## src/rtl/spi_xfer_core.sv

```systemverilog
// SPI master shift engine: std/dual/quad transfers of 1..DATA_WIDTH bits with CPOL/CPHA, bit order and SCK divider.
// Optional sticky done interrupt when SPI_XFER_IRQ_EN is defined; otherwise irq_o is tied low.
module spi_xfer_core #(
  parameter int NSS_NUM    = 4,
  parameter int DATA_WIDTH = 32,
  parameter int DIV_WIDTH  = 8
) (
  input  logic                            clk_i,
  input  logic                            rst_i,
  input  logic [1:0]                      cfg_mode_i,
  input  logic                            cfg_rx_i,
  input  logic                            cfg_cpol_i,
  input  logic                            cfg_cpha_i,
  input  logic                            cfg_lsb_i,
  input  logic [DIV_WIDTH-1:0]            cfg_div_i,
  input  logic [NSS_NUM-1:0]              cfg_nss_i,
  input  logic [$clog2(DATA_WIDTH):0]     cfg_nbits_i,
  input  logic                            xfer_valid_i,
  output logic                            xfer_ready_o,
  input  logic [DATA_WIDTH-1:0]           xfer_tx_i,
  output logic                            rx_valid_o,
  output logic [DATA_WIDTH-1:0]           rx_data_o,
  output logic                            busy_o,
  input  logic                            irq_clr_i,
  output logic                            spi_sck_o,
  output logic [NSS_NUM-1:0]              spi_nss_o,
  output logic [3:0]                      spi_io_en_o,
  input  logic [3:0]                      spi_io_in_i,
  output logic [3:0]                      spi_io_out_o,
  output logic                            irq_o
);
  localparam int NW = $clog2(DATA_WIDTH) + 1;
  localparam int EW = NW + 1;
  localparam logic [NW-1:0] DW_N = NW'(DATA_WIDTH);

  typedef enum logic [2:0] {IDLE, LEAD, SHIFT, TRAIL, DONE} state_t;

  state_t                 state_q;
  logic [DIV_WIDTH-1:0]   hcnt_q, div_q;
  logic [EW-1:0]          ecnt_q;
  logic [DATA_WIDTH-1:0]  sr_q, acc_q, rx_data_q;
  logic [1:0]             mode_q;
  logic                   half_rx_q, cpol_q, cpha_q, lsb_q;
  logic [NW-1:0]          nb_q, slots_q;
  logic                   ready_q, busy_q, rx_valid_q, sck_q;
  logic [NSS_NUM-1:0]     nss_q;
  logic [3:0]             en_q, out_q;

  logic [1:0]             mode_in;
  logic                   half_rx_in;
  logic [NW-1:0]          nb_in, beats_in, slots_in;
  logic [DATA_WIDTH-1:0]  txm_in, sr_in;
  logic [2:0]             step;
  logic [3:0]             in_bits;
  logic [DATA_WIDTH-1:0]  sr_next, acc_next, rx_final;
  logic                   lead_edge;

  // Next beat sits at the top of sr for MSB-first and at the bottom for LSB-first.
  function automatic logic [3:0] beat_of(input logic [DATA_WIDTH-1:0] s, input logic [1:0] m,
                                         input logic l, input logic r);
    logic [3:0] b;
    b = 4'b0000;
    if (!r) begin
      case (m)
        2'd1:    b = l ? {2'b00, s[1:0]} : {2'b00, s[DATA_WIDTH-1 -: 2]};
        2'd2:    b = l ? s[3:0] : s[DATA_WIDTH-1 -: 4];
        default: b = {3'b000, (l ? s[0] : s[DATA_WIDTH-1])};
      endcase
    end
    return b;
  endfunction

  function automatic logic [3:0] en_of(input logic [1:0] m, input logic r);
    case (m)
      2'd1:    return r ? 4'b0000 : 4'b0011;
      2'd2:    return r ? 4'b0000 : 4'b1111;
      default: return 4'b0001;
    endcase
  endfunction

  always_comb begin
    mode_in    = (cfg_mode_i == 2'd3) ? 2'd0 : cfg_mode_i;
    half_rx_in = (mode_in != 2'd0) && cfg_rx_i;
    nb_in      = (cfg_nbits_i == '0) ? DW_N : cfg_nbits_i;
    case (mode_in)
      2'd1: begin
        beats_in = (nb_in + NW'(1)) >> 1;
        slots_in = beats_in << 1;
      end
      2'd2: begin
        beats_in = (nb_in + NW'(3)) >> 2;
        slots_in = beats_in << 2;
      end
      default: begin
        beats_in = nb_in;
        slots_in = nb_in;
      end
    endcase
    txm_in = xfer_tx_i & ~({DATA_WIDTH{1'b1}} << nb_in);
    sr_in  = cfg_lsb_i ? txm_in : (txm_in << (DW_N - nb_in));
  end

  always_comb begin
    case (mode_q)
      2'd1: begin
        step    = 3'd2;
        in_bits = {2'b00, spi_io_in_i[1:0]};
      end
      2'd2: begin
        step    = 3'd4;
        in_bits = spi_io_in_i;
      end
      default: begin
        step    = 3'd1;
        in_bits = {3'b000, spi_io_in_i[1]};
      end
    endcase
    sr_next  = lsb_q ? (sr_q >> step) : (sr_q << step);
    acc_next = lsb_q ? ((acc_q >> step) | ({in_bits, {(DATA_WIDTH-4){1'b0}}} << (3'd4 - step)))
                     : ((acc_q << step) | DATA_WIDTH'(in_bits));
    // Padding lands above the data for LSB-first and below it for MSB-first.
    rx_final = lsb_q ? ((acc_q >> (DW_N - slots_q)) & ~({DATA_WIDTH{1'b1}} << nb_q))
                     : (acc_q >> (slots_q - nb_q));
  end

  assign lead_edge = ~ecnt_q[0];

  always_ff @(posedge clk_i) begin
    if (rst_i) begin
      state_q    <= IDLE;
      hcnt_q     <= '0;
      div_q      <= '0;
      ecnt_q     <= '0;
      sr_q       <= '0;
      acc_q      <= '0;
      rx_data_q  <= '0;
      mode_q     <= 2'd0;
      half_rx_q  <= 1'b0;
      cpol_q     <= 1'b0;
      cpha_q     <= 1'b0;
      lsb_q      <= 1'b0;
      nb_q       <= '0;
      slots_q    <= '0;
      ready_q    <= 1'b1;
      busy_q     <= 1'b0;
      rx_valid_q <= 1'b0;
      sck_q      <= 1'b0;
      nss_q      <= '1;
      en_q       <= 4'b0000;
      out_q      <= 4'b0000;
    end else begin
      rx_valid_q <= 1'b0;
      case (state_q)
        IDLE: begin
          sck_q <= cfg_cpol_i;
          if (xfer_valid_i && ready_q) begin
            state_q   <= LEAD;
            ready_q   <= 1'b0;
            busy_q    <= 1'b1;
            mode_q    <= mode_in;
            half_rx_q <= half_rx_in;
            cpol_q    <= cfg_cpol_i;
            cpha_q    <= cfg_cpha_i;
            lsb_q     <= cfg_lsb_i;
            div_q     <= cfg_div_i;
            hcnt_q    <= cfg_div_i;
            nb_q      <= nb_in;
            slots_q   <= slots_in;
            ecnt_q    <= {beats_in, 1'b0};
            sr_q      <= sr_in;
            acc_q     <= '0;
            nss_q     <= ~cfg_nss_i;
            en_q      <= en_of(mode_in, cfg_rx_i);
            out_q     <= beat_of(sr_in, mode_in, cfg_lsb_i, half_rx_in);
          end
        end
        LEAD: begin
          if (hcnt_q == '0) begin
            state_q <= SHIFT;
            hcnt_q  <= div_q;
          end else begin
            hcnt_q <= hcnt_q - 1'b1;
          end
        end
        SHIFT: begin
          if (hcnt_q == '0) begin
            hcnt_q <= div_q;
            sck_q  <= ~sck_q;
            ecnt_q <= ecnt_q - 1'b1;
            if (lead_edge != cpha_q) begin
              acc_q <= acc_next;
            end else begin
              sr_q  <= sr_next;
              out_q <= cpha_q ? beat_of(sr_q, mode_q, lsb_q, half_rx_q)
                              : beat_of(sr_next, mode_q, lsb_q, half_rx_q);
            end
            if (ecnt_q == EW'(1)) state_q <= TRAIL;
          end else begin
            hcnt_q <= hcnt_q - 1'b1;
          end
        end
        TRAIL: begin
          if (hcnt_q == '0) begin
            state_q    <= DONE;
            nss_q      <= '1;
            en_q       <= 4'b0000;
            out_q      <= 4'b0000;
            rx_valid_q <= 1'b1;
            rx_data_q  <= rx_final;
          end else begin
            hcnt_q <= hcnt_q - 1'b1;
          end
        end
        DONE: begin
          state_q <= IDLE;
          ready_q <= 1'b1;
          busy_q  <= 1'b0;
        end
        default: state_q <= IDLE;
      endcase
    end
  end

`ifdef SPI_XFER_IRQ_EN
  logic irq_q;
  always_ff @(posedge clk_i) begin
    if (rst_i)                 irq_q <= 1'b0;
    else if (state_q == DONE)  irq_q <= 1'b1;
    else if (irq_clr_i)        irq_q <= 1'b0;
  end
  assign irq_o = irq_q;
`else
  logic unused_irq_clr;
  assign unused_irq_clr = irq_clr_i;
  assign irq_o = 1'b0;
`endif

  assign xfer_ready_o = ready_q;
  assign busy_o       = busy_q;
  assign rx_valid_o   = rx_valid_q;
  assign rx_data_o    = rx_data_q;
  assign spi_sck_o    = sck_q;
  assign spi_nss_o    = nss_q;
  assign spi_io_en_o  = en_q;
  assign spi_io_out_o = out_q;

endmodule

```

## config.mk

```make
export PLATFORM = sky130hd
export DESIGN_NAME = spi_xfer_core
export DESIGN_NICKNAME = d
export VERILOG_FILES = /design/src/rtl/spi_xfer_core.sv
export SDC_FILE = /design/constraint.sdc
export NUM_CORES = 1
export LEC_CHECK = 0
export BUFFER_PORTS_ARGS = -buffer_cell sky130_fd_sc_hd__buf_4
export CORE_MARGIN = 10
export CORE_UTILIZATION = 45
export DETAILED_ROUTE_END_ITERATION = 12
export PLACE_DENSITY_LB_ADDON = 0.15
export SLEW_MARGIN = 10
export SYNTH_ARGS = -nofsm -noshare
export SYNTH_HDL_FRONTEND = slang
export SYNTH_SLANG_ARGS = --single-unit
```

## constraint.sdc

```tcl
create_clock -name clk_i -period 4.1 [get_ports clk_i]
set_input_delay 0.82 -clock clk_i [delete_from_list [all_inputs] [get_ports clk_i]]
set_output_delay 0.82 -clock clk_i [all_outputs]
set_load 0.02 [all_outputs]
```

; Word level (Yosys, flattened, before mapping)
; Cells that the tools add are included.
[word_totals]
reg_bits = 155
latchBits = 0
ram_bits = 0
romBits = 0
input_bits = 64
out_inout_bits = 49
elab_cells = 158
mem_count = 0
[op_classes]
addsub = 8
n_mul = 0
div = 0
order_cmp = 0
eq_ne = 19
shift = 10
mux = 67
bitwise = 10
reduce_logical = 24
[op_table]
columns = op, count
row1 = $mux W32, 10
row2 = $pmux W32 S2, 2
row3 = $shl A32 B3 Y32, 3
row4 = $and A32 B32 Y32, 2
row5 = $not A32 Y32, 2
row6 = $shl A32 B6 Y32 const A, 2
row7 = $shr A32 B3 Y32, 2
row8 = $shr A32 B6 Y32, 2
row9 = $mux W4, 15
row10 = $pmux W4 S2, 7
row11 = $or A32 B32 Y32, 1
row12 = $or A32 B4 Y32, 1
row13 = $shl A32 B6 Y32, 1
row14 = $mux W8, 3
row15 = $pmux W6 S2, 2
row16 = $pmux W8 S3, 1
row17 = $ne A2 B2 Y1 const B, 8
row18 = $mux W3, 5
row19 = $mux W7, 2
row20 = $pmux W7 S2, 1
row21 = $pmux W3 S4, 1
row22 = $pmux W4 S3, 1
row23 = $sub A6 B6 Y6 const A, 2
row24 = $mux W2, 5
row25 = other kinds (30), 57

; Logic depth before layout (Yosys ltp)
; Gate-level depths: netlist of the first run.
[logic_depth]
depth_word = 12
mapped_depth = 16
ltp_nobuf = 12

; Least setup slack after synthesis of the first run
; No wires, ideal clock.
[synth_path]
path_type = input-to-reg
startpoint = input port cfg_nbits_i[0]
endpoint = register out_q[2], in the netlist spi_io_out_o[2]
setup_ns = 0.120
arrival_ns = 3.572
t_required_ns = 3.980
path_slack_ns = 0.409
path_stages = 14
path_buffers = 2
path_cell_list = inv_1 -> clkbuf_1 -> ha_1 -> clkbuf_1 -> inv_1 -> ha_1 -> mux2_2 -> a211oi_1 -> nor2_1 -> a22o_1 -> o211ai_2 -> nor3b_1 -> or2_1 -> o31a_1
[synth_via]
elab_chain_cells = 12
elab_cells_between_ends = 13
cone_classes = add/sub (1) / shift (2) / mux (7) / bitwise (2) / reduce/logical (1)
[synth_rtl]
columns = item, line_no
row1 = start: declaration, 17  ; input logic [$clog2(DATA_WIDTH):0] cfg_nbits_i,
row2 = $logic_not A6 Y1, 84  ; nb_in = (cfg_nbits_i == '0) ? DW_N : cfg_nbits_i;
row3 = $mux W6 *, 84
row4 = $shl A32 B6 Y32, 99  ; txm_in = xfer_tx_i & ~({DATA_WIDTH{1'b1}} << nb_in);
row5 = $not A32 Y32, 99
row6 = $and A32 B32 Y32, 99
row7 = $shl A32 B6 Y32, 100  ; sr_in = cfg_lsb_i ? txm_in : (txm_in << (DW_N - nb_in));
row8 = $mux W32 *, 100
row9 = $mux W4 *, 66  ; 2'd2: b = l ? s[3:0] : s[DATA_WIDTH-1 -: 4];
row10 = $pmux W4 S2 *, 64  ; case (m)
row11 = $mux W4 *, 63  ; if (!r) begin
row12 = $mux W4 *, 156  ; if (xfer_valid_i && ready_q) begin
row13 = $pmux W4 S3 *, 153  ; case (state_q)
row14 = end signal: assignment, 174  ; out_q <= beat_of(sr_in, mode_in, cfg_lsb_i, half_rx_in);
row15 = end signal: assignment, 194  ; out_q <= cpha_q ? beat_of(sr_q, mode_q, lsb_q, half_rx_q)
row16 = end: declaration, 47  ; logic [3:0] en_q, out_q;
; Every way passes the cells marked *; elsewhere a longest branch is shown, timed or not. The select of a mux whose other input is x is not followed.
; A chain may end at the register's enable or synchronous reset.

; Worst setup path after layout of the first run
[layout_path]
startpoint = input port cfg_nbits_i[1]
endpoint = register sr_q[9]
[layout_via]
elab_chain_cells = 9
elab_cells_between_ends = 10
cone_classes = add/sub (1) / shift (2) / mux (4) / bitwise (2) / reduce/logical (1)
[layout_rtl]
columns = item, line_no
row1 = $logic_not A6 Y1, 84
row2 = $mux W6 *, 84
row3 = $shl A32 B6 Y32, 99
row4 = $not A32 Y32, 99
row5 = $and A32 B32 Y32, 99
row6 = $shl A32 B6 Y32, 100
row7 = $mux W32 *, 100
row8 = $mux W32 *, 156
row9 = $pmux W32 S2 *, 153
row10 = end signal: assignment, 170  ; sr_q <= sr_in;
row11 = end signal: assignment, 193  ; sr_q <= sr_next;
row12 = end: declaration, 41  ; logic [DATA_WIDTH-1:0] sr_q, acc_q, rx_data_q;
; Marked as above.

==> run summary, run 1 <==
OUTCOME
-------------------------------------------------------------------------------------
Result of the run                                                        finished clean

FLOORPLAN
-------------------------------------------------------------------------------------
Height of the chip                                                             222 µm
Area enclosed by the die boundary                                          0.0491 mm²
Effective utilization at floorplan                                              0.457
Site Rows                                                                          73
Die X-Extent                                                                   222 µm
Number of I/O pins                                                                113
CORE AREA                                                                  0.0400 mm²

TIMING
-------------------------------------------------------------------------------------
Setup violators final                                                               0
RSZ-0062 raised after global routing                                               no
Final Max Tran Viols                                                                0
Period utilization                                                              0.862
Worst-Margin Slew                                                             1210 ps
Max-slew headroom                                                               0.190
Setup TNS after final layout                                                     0 ps
Shortest period the worst path allows                                         3540 ps
Clk_skew                                                                      12.1 ps
Post-Route Hold Slack                                                          457 ps
Final worst-path setup slack                                                   564 ps
Final Hold Fails                                                                    0
Highest clock frequency the design can meet                                   283 MHz

PLACEMENT
-------------------------------------------------------------------------------------
Pre-CTS worst setup slack                                                      128 ps
Post-DP HPWL                                                                  54.7 mm
Port Buf Inserts                                                                  110
Final estimated routing congestion in global placement                          0.999
Instance count after placement with tap cells included                          2,769
Area after detailed placement                                              0.0199 mm²

CRITICAL PATH
-------------------------------------------------------------------------------------
Type of element launching the critical path                                 input pin
Critical-path maximum fanout                                                       21
Worst endpoint required time                                                  4480 ps
Reg2Reg Setup Slack                                                            650 ps
Category of the critical setup timing path                                  in -> reg
Kind of capture point of the worst setup path                               flip-flop
Data arrival time of the worst path                                           3910 ps

CTS
-------------------------------------------------------------------------------------
Setup repair bufs after CTS                                                         0
TritonCTS clock tree                                                             done
Clock insertion delay at the later pin of the skew report                      480 ps
Post-cts hold buffer count                                                          0
Clock Pin Slew Worst Setup and Hold Paths                                       70 ps
Number of CTS-inserted buffers                                                     17
Sinks on the clock net                                                            154
Cells resized by post-CTS repair                                                    0
CTS H-tree depth                                                                    4
Clock tree root driver cell                                              sky130_fd_sc_hd__clkbuf_16
Largest buffer count on any clock path                                              2

GLOBAL ROUTING
-------------------------------------------------------------------------------------
Number of global-route vias before repair                                      17,800
Largest net degree at the start of global routing                                  82
Global-route congestion overflow total                                              0
Met1 routing resource usage after global routing                                0.390
GRT Max-Usage Layer                                                              met2
Aggregate global-route resource usage                                           0.284
Global-route wire length before repair                                         112 mm
Initial antenna violation count                                                     0
Met2 Usage GRT                                                                  0.438
Met3 Track Usage GR                                                            0.0479

PWR
-------------------------------------------------------------------------------------
Standby leakage power                                                         7.75 nW
Cell internal pwr                                                             4.02 mW
Logic pwr share                                                                 0.532
Clk pwr share                                                                   0.219
Highest ir drop seen on vdd                                                    352 µV
Pwr Density                                                                362 mW/mm²
Total power draw                                                              7.42 mW
Switching share of total power                                                  0.459
Switching Power                                                               3.41 mW
Sequential group share of total power                                           0.249

LOGIC SYNTHESIS
-------------------------------------------------------------------------------------
Fraction of registers with async set/reset                                          0
EDFF count, synth                                                                   0
Yosys top cell by area                                                   sky130_fd_sc_hd__mux4_2
FF+latch count, synth                                                             154
Gate count after technology mapping                                             2,254
Count of warnings emitted by yosys                                                  0
Top_reg_cell synth                                                       sky130_fd_sc_hd__dfxtp_1
Number of unique standard cell types used by synthesis                             93
Proportion of synthesized chip area in sequential cells                         0.168
Synthesized netlist net count                                                   2,340
Cell area after technology mapping                                         0.0183 mm²
Average cell area after synthesis                                            8.12 µm²
Post-synth top area share                                                       0.187
Area contributors post-synth                                             sky130_fd_sc_hd__mux4_2 (19%), sky130_fd_sc_hd__dfxtp_1 (17%), sky130_fd_sc_hd__mux2i_1 (9.9%)

LAYOUT
-------------------------------------------------------------------------------------
Utilization of the core after routing                                           0.513
Combined flip-flop and latch cell area                                    0.00309 mm²
Final net count                                                                 2,349
Fill cell count                                                                 3,897
Relative area change from synthesis to final layout                             12.1%
Fraction of final layout cells with drive strength greater than 1               0.226
Total inserted antenna cells                                                        0
Most frequent cells in the layout                                        sky130_fd_sc_hd__buf_4 (232), sky130_fd_sc_hd__nand2_1 (222), sky130_fd_sc_hd__nor2_1 (218)
Final standard cell count with taps included and fillers excluded               2,800
Area used by multi-input combinational logic                               0.0141 mm²
Most frequent standard cell in the layout excluding fill and tap cells   sky130_fd_sc_hd__buf_4
Final Cell Area                                                            0.0205 mm²

ROUTE
-------------------------------------------------------------------------------------
WL/cell                                                                       26.0 µm
Number of DRC markers after the initial detailed-route iteration                2,368
Detailed Routing Iterations Pass 1                                                  5
Routed wire length                                                            72.8 mm
Detail Route Antenna Nets                                                           0
DRC                                                                                 0
Drt via density                                                                  6.86
Routed via count                                                               19,200

FLOW RUN
-------------------------------------------------------------------------------------
Max-Cap Viols                                                                       0

HOLD PATH
-------------------------------------------------------------------------------------
Worst min path class                                                       reg -> reg

==> kinds of logic after synthesis <==
family,synth area share
buf+inv,0.0699
simple gates,0.176
fa+ha+maj,0.0155
xor+xnor,0.0101
mux,0.307
flops,0.168
other cells,0.000205
compound gates,0.253
==> critical path, stage by stage <==
cell and delay [ps]:
sky130_fd_sc_hd__buf_4 120, sky130_fd_sc_hd__inv_1 120, sky130_fd_sc_hd__ha_1 180, sky130_fd_sc_hd__or4b_4 530, sky130_fd_sc_hd__o21ai_2 190, sky130_fd_sc_hd__buf_12 190
sky130_fd_sc_hd__mux2i_1 390, sky130_fd_sc_hd__mux2i_1 200, sky130_fd_sc_hd__buf_4 190, sky130_fd_sc_hd__mux2_2 270, sky130_fd_sc_hd__o21ai_1 260, sky130_fd_sc_hd__a221oi_1 140
sky130_fd_sc_hd__o41ai_1 310
==> power by group through the flow <==
stage               clock [mW]  sequential [mW]  combinational [mW]
finish                    1.62             1.85                3.95
global route              1.71             1.87                4.24
CTS                       1.66             1.84                3.89
detailed placement           0             1.87                3.88
global placement             0             1.87                3.87
floorplan                    0             1.79                2.73
==> worst paths after layout <==
path / startpoint / end / cells past startpoint
worst max-delay path: cfg_nbits_i[1] / sr_q[9] / 13
worst min-delay path: div_q[5] / div_q[5] / 2
worst max register to register: slots_q[1] / rx_data_o[30] / 11
worst min register to register: div_q[5] / div_q[5] / 2
==> Yosys cell counts (all sizes together) (10+ instances only) <==
| cell type | n |
|---|---|
| a21oi | 140 |
| clkbuf | 158 |
| nor4 | 10 |
| a211oi | 42 |
| a221oi | 25 |
| o211ai | 44 |
| ha | 21 |
| mux2 | 33 |
| inv | 52 |
| xnor2 | 13 |
| o21ai | 152 |
| nand2b | 13 |
| o22ai | 15 |
| mux4 | 152 |
| nand3 | 54 |
| a311oi | 10 |
| nor2 | 223 |
| mux2i | 181 |
| and3 | 17 |
| or2 | 13 |
| nor2b | 20 |
| buf | 93 |
| nor3 | 74 |
| dfxtp | 154 |
| o21a | 13 |
| o31ai | 21 |
| nand2 | 222 |
| a22oi | 47 |
| a31oi | 35 |
| a32o | 11 |
| o221ai | 12 |
| or3 | 13 |
==> final cells by class <==
| type | count | share of cell area |
|---|---|---|
| clock inverter | 14 | 0.00744 |
| sequential | 154 | 0.151 |
| inverter | 56 | 0.0102 |
| multi-input combinational | 1793 | 0.685 |
| tap | 525 | 0.0320 |
| timing repair buffer | 241 | 0.0937 |
| clock buffer | 17 | 0.0207 |
==> sequential cells by signal, summed over array words and instances, names as in the netlist, 2 cells and up <==
signal / count
spi_io_out_o: 4
nb_q: 6
hcnt_q: 8
ecnt_q: 7
acc_q: 32
slots_q: 6
sr_q: 32
spi_nss_o: 4
rx_data_o: 32
state_q: 3
div_q: 8
spi_io_en_o: 3
mode_q: 2
==> metal layers <==
layer / wire [µm] / vias to the layer above
met5: 0 / -
met4: 2380 / 0
met3: 6200 / 125
met2: 33300 / 1077
met1: 30900 / 9383
li1: - / 8635
(Power assumes the default switching activity.)
==> run 2, diff against run 1 <==
--- a/config.mk
+++ b/config.mk
@@ -6,8 +6,10 @@
 export NUM_CORES = 1
 export LEC_CHECK = 0
 export BUFFER_PORTS_ARGS = -buffer_cell sky130_fd_sc_hd__buf_4
+export CORE_ASPECT_RATIO = 0.5
 export CORE_MARGIN = 10
 export CORE_UTILIZATION = 45
+export CTS_CLUSTER_SIZE = 14
 export DETAILED_ROUTE_END_ITERATION = 12
 export PLACE_DENSITY_LB_ADDON = 0.15
 export SLEW_MARGIN = 10
==> run 2 against run 1 <==
Sequential share of layout area is 0.092 points higher. Non-clock buffer count is 13 lower. First-iteration DRC count rose by 5.1%. Power down 0.69%. Clock skew increased by 4.4 ps. Wire length down 4.7%. Via count shrank 0.95%. Utilization fell by 0.65 points. Die area grew 1.0%. Worst hold slack better by 6.9 ps. Register-to-register slack is essentially flat. Largest power group unchanged.
==> run summary, run 2 (synthesis gave the netlist of run 1 again) <==
OUTCOME
--------------------------------------------------------------------------------
Result of the run                                                   finished clean

CTS
--------------------------------------------------------------------------------
Clock Pin Slew Worst Setup and Hold Paths                                  70 ps   about the same
CTS H-tree depth                                                               4   unchanged
Clock tree root driver cell                                         sky130_fd_sc_hd__clkbuf_16
Cells resized by post-CTS repair                                               0   unchanged
Sinks on the clock net                                                       154   unchanged
Number of CTS-inserted buffers                                                17   unchanged
TritonCTS clock tree                                                        done
Setup repair bufs after CTS                                                    0   unchanged
Clock insertion delay at the later pin of the skew report                 460 ps   -20 ps
Post-cts hold buffer count                                                     0   unchanged
Largest buffer count on any clock path                                         2   unchanged

FLOORPLAN
--------------------------------------------------------------------------------
Area enclosed by the die boundary                                     0.0496 mm²   +1.0%
CORE AREA                                                             0.0403 mm²   +0.67%
Number of I/O pins                                                           113   unchanged
Effective utilization at floorplan                                         0.454   -0.00304
Height of the chip                                                        163 µm   -27%
Die X-Extent                                                              305 µm   +38%
Site Rows                                                                     52   -29%

LAYOUT
--------------------------------------------------------------------------------
Relative area change from synthesis to final layout                        11.4%
Final net count                                                            2,336   -0.55%
Fraction of final layout cells with drive strength greater than 1          0.222   -0.00410
Fill cell count                                                            3,928   +0.80%
Most frequent cells in the layout                                   sky130_fd_sc_hd__nand2_1 (222), sky130_fd_sc_hd__buf_4 (222), sky130_fd_sc_hd__nor2_1 (218)
Total inserted antenna cells                                                   0   unchanged

PLACEMENT
--------------------------------------------------------------------------------
Final estimated routing congestion in global placement                      1.02   +2.2%
Port Buf Inserts                                                             110   unchanged
Post-DP HPWL                                                             51.4 mm   -6.0%

CRITICAL PATH
--------------------------------------------------------------------------------
Category of the critical setup timing path                             in -> reg
Critical-path maximum fanout                                                  18   -14%
Type of element launching the critical path                            input pin
Kind of capture point of the worst setup path                          flip-flop
Cell depth of the worst flop-to-flop path                                      9   -2
Cells traversed along the worst timing path                         buf_4 -> buf_4 -> ha_1 -> ha_1 -> and2_1 -> o31ai_1 -> mux2i_1 -> mux2i_1 -> mux4_2 -> nor2_1 -> nor4_1 -> buf_4 -> nor3_1
Data arrival time of the worst path                                      3870 ps   -40 ps
Cell mode on critical path                                          sky130_fd_sc_hd__buf_4
Critical Path Slowest Stage Cell                                    sky130_fd_sc_hd__mux2i_1
Worst endpoint required time                                             4430 ps   -50 ps
CP max stage delay                                                        440 ps   -90 ps

ROUTE
--------------------------------------------------------------------------------
Routed wire length                                                       69.4 mm   -4.7%
Routed via count                                                          19,000   -0.95%
Number of DRC markers after the initial detailed-route iteration           2,488   +5.1%
Detail Route Antenna Nets                                                      0   unchanged
WL/cell                                                                  24.8 µm   -4.8%
Drt via density                                                             6.79   -1.1%
DRC                                                                            0   unchanged
Detailed Routing Iterations Pass 1                                             6   +1

TIMING
--------------------------------------------------------------------------------
Setup TNS after final layout                                                0 ps   unchanged
Final Hold Fails                                                               0   unchanged
Final Max Tran Viols                                                           0   unchanged
Max-slew headroom                                                          0.253   +0.0632
Setup violators final                                                          0   unchanged
Worst-Margin Slew                                                        1090 ps   -117 ps
Period utilization                                                         0.864   +0.00122
Highest clock frequency the design can meet                              282 MHz   -0.14%
Shortest period the worst path allows                                    3540 ps   +4.99 ps
Clk_skew                                                                 16.5 ps   +4.38 ps
RSZ-0062 raised after global routing                                          no

PWR
--------------------------------------------------------------------------------
Pwr Density                                                           362 mW/mm²   about the same
Highest ir drop seen on vdd                                               238 µV   -32%
Standby leakage power                                                    7.66 nW   -1.2%
Total power draw                                                         7.37 mW   -0.69%

GLOBAL ROUTING
--------------------------------------------------------------------------------
Aggregate global-route resource usage                                      0.268   -0.0162
Number of global-route vias before repair                                 17,600   -1.2%
Global-route wire length before repair                                    107 mm   -4.1%
Global-route congestion overflow total                                         0   unchanged
Largest net degree at the start of global routing                             79   -3.7%
Initial antenna violation count                                                0   unchanged

HOLD PATH
--------------------------------------------------------------------------------
Worst min path class                                                  reg -> reg
Number of cells on the worst hold path                                         2   unchanged

FLOW RUN
--------------------------------------------------------------------------------
Max-Cap Viols                                                                  0   unchanged

run 2: changes by cell type in the layout (fill, tap and decap cells not counted), sizes merged:
cell and delta:
clkinvlp +2, clkinv +1, bufinv -1, inv -4
clkbuf +3, buf -13
run 2: critical path: cells and delay by family:
kind / cells / cell delay, ps
muxes: 3 / 970
and+or+nand+nor: 4 / 640
buffers and inverters: 3 / 500
adders and majority gates: 2 / 560
AOI/OAI and AO/OA: 1 / 370
run 2: power by group:
group | leakage (nW) | total (mW) | internal [mW] | switching [mW]
registers | 1.25 | 1.84 | 1.63 | 0.215
clock network | 0.276 | 1.58 | 0.839 | 0.745
logic | 6.13 | 3.95 | 1.52 | 2.43
run 2: stage by stage:
stage                util  setup WS [ps]  cells  hold slack (ps)  cell area [µm²]
finish              0.506            559   2803              464            20400
global route        0.506            389   2803              486            20400
CTS                 0.506            662   2803              465            20400
global placement    0.492            246   2771              445            19800
floorplan               -            409   2254              436            18300
detailed placement  0.492            191   2771              454            19800
run 2: metal layers:
metal  wire length [µm]  vias up  GRT usage
met3               5280      132     0.0351
met5                  0        -          0
met4               2170        0     0.0875
met1              30800     9268      0.377
met2              31200      999      0.418
li1                   -     8638          -
run 2: worst paths after layout:
check | endpoint | start | slack, ps
max | sr_q[19] | cfg_nbits_i[1] | 560
min | div_q[3] | div_q[3] | 460
max reg2reg | rx_data_o[16] | slots_q[1] | 640
min reg2reg | div_q[3] | div_q[3] | 460
run 2: area by class of cell:
class | count | area, µm² | share of cell area
inverter | 56 | 210 | 0.0103
clock buffer | 20 | 467 | 0.0229
sequential | 154 | 3090 | 0.151
timing repair buffer | 228 | 1790 | 0.0876
multi-input combinational | 1793 | 14100 | 0.690
tap | 540 | 676 | 0.0331
clock inverter | 12 | 103 | 0.00503
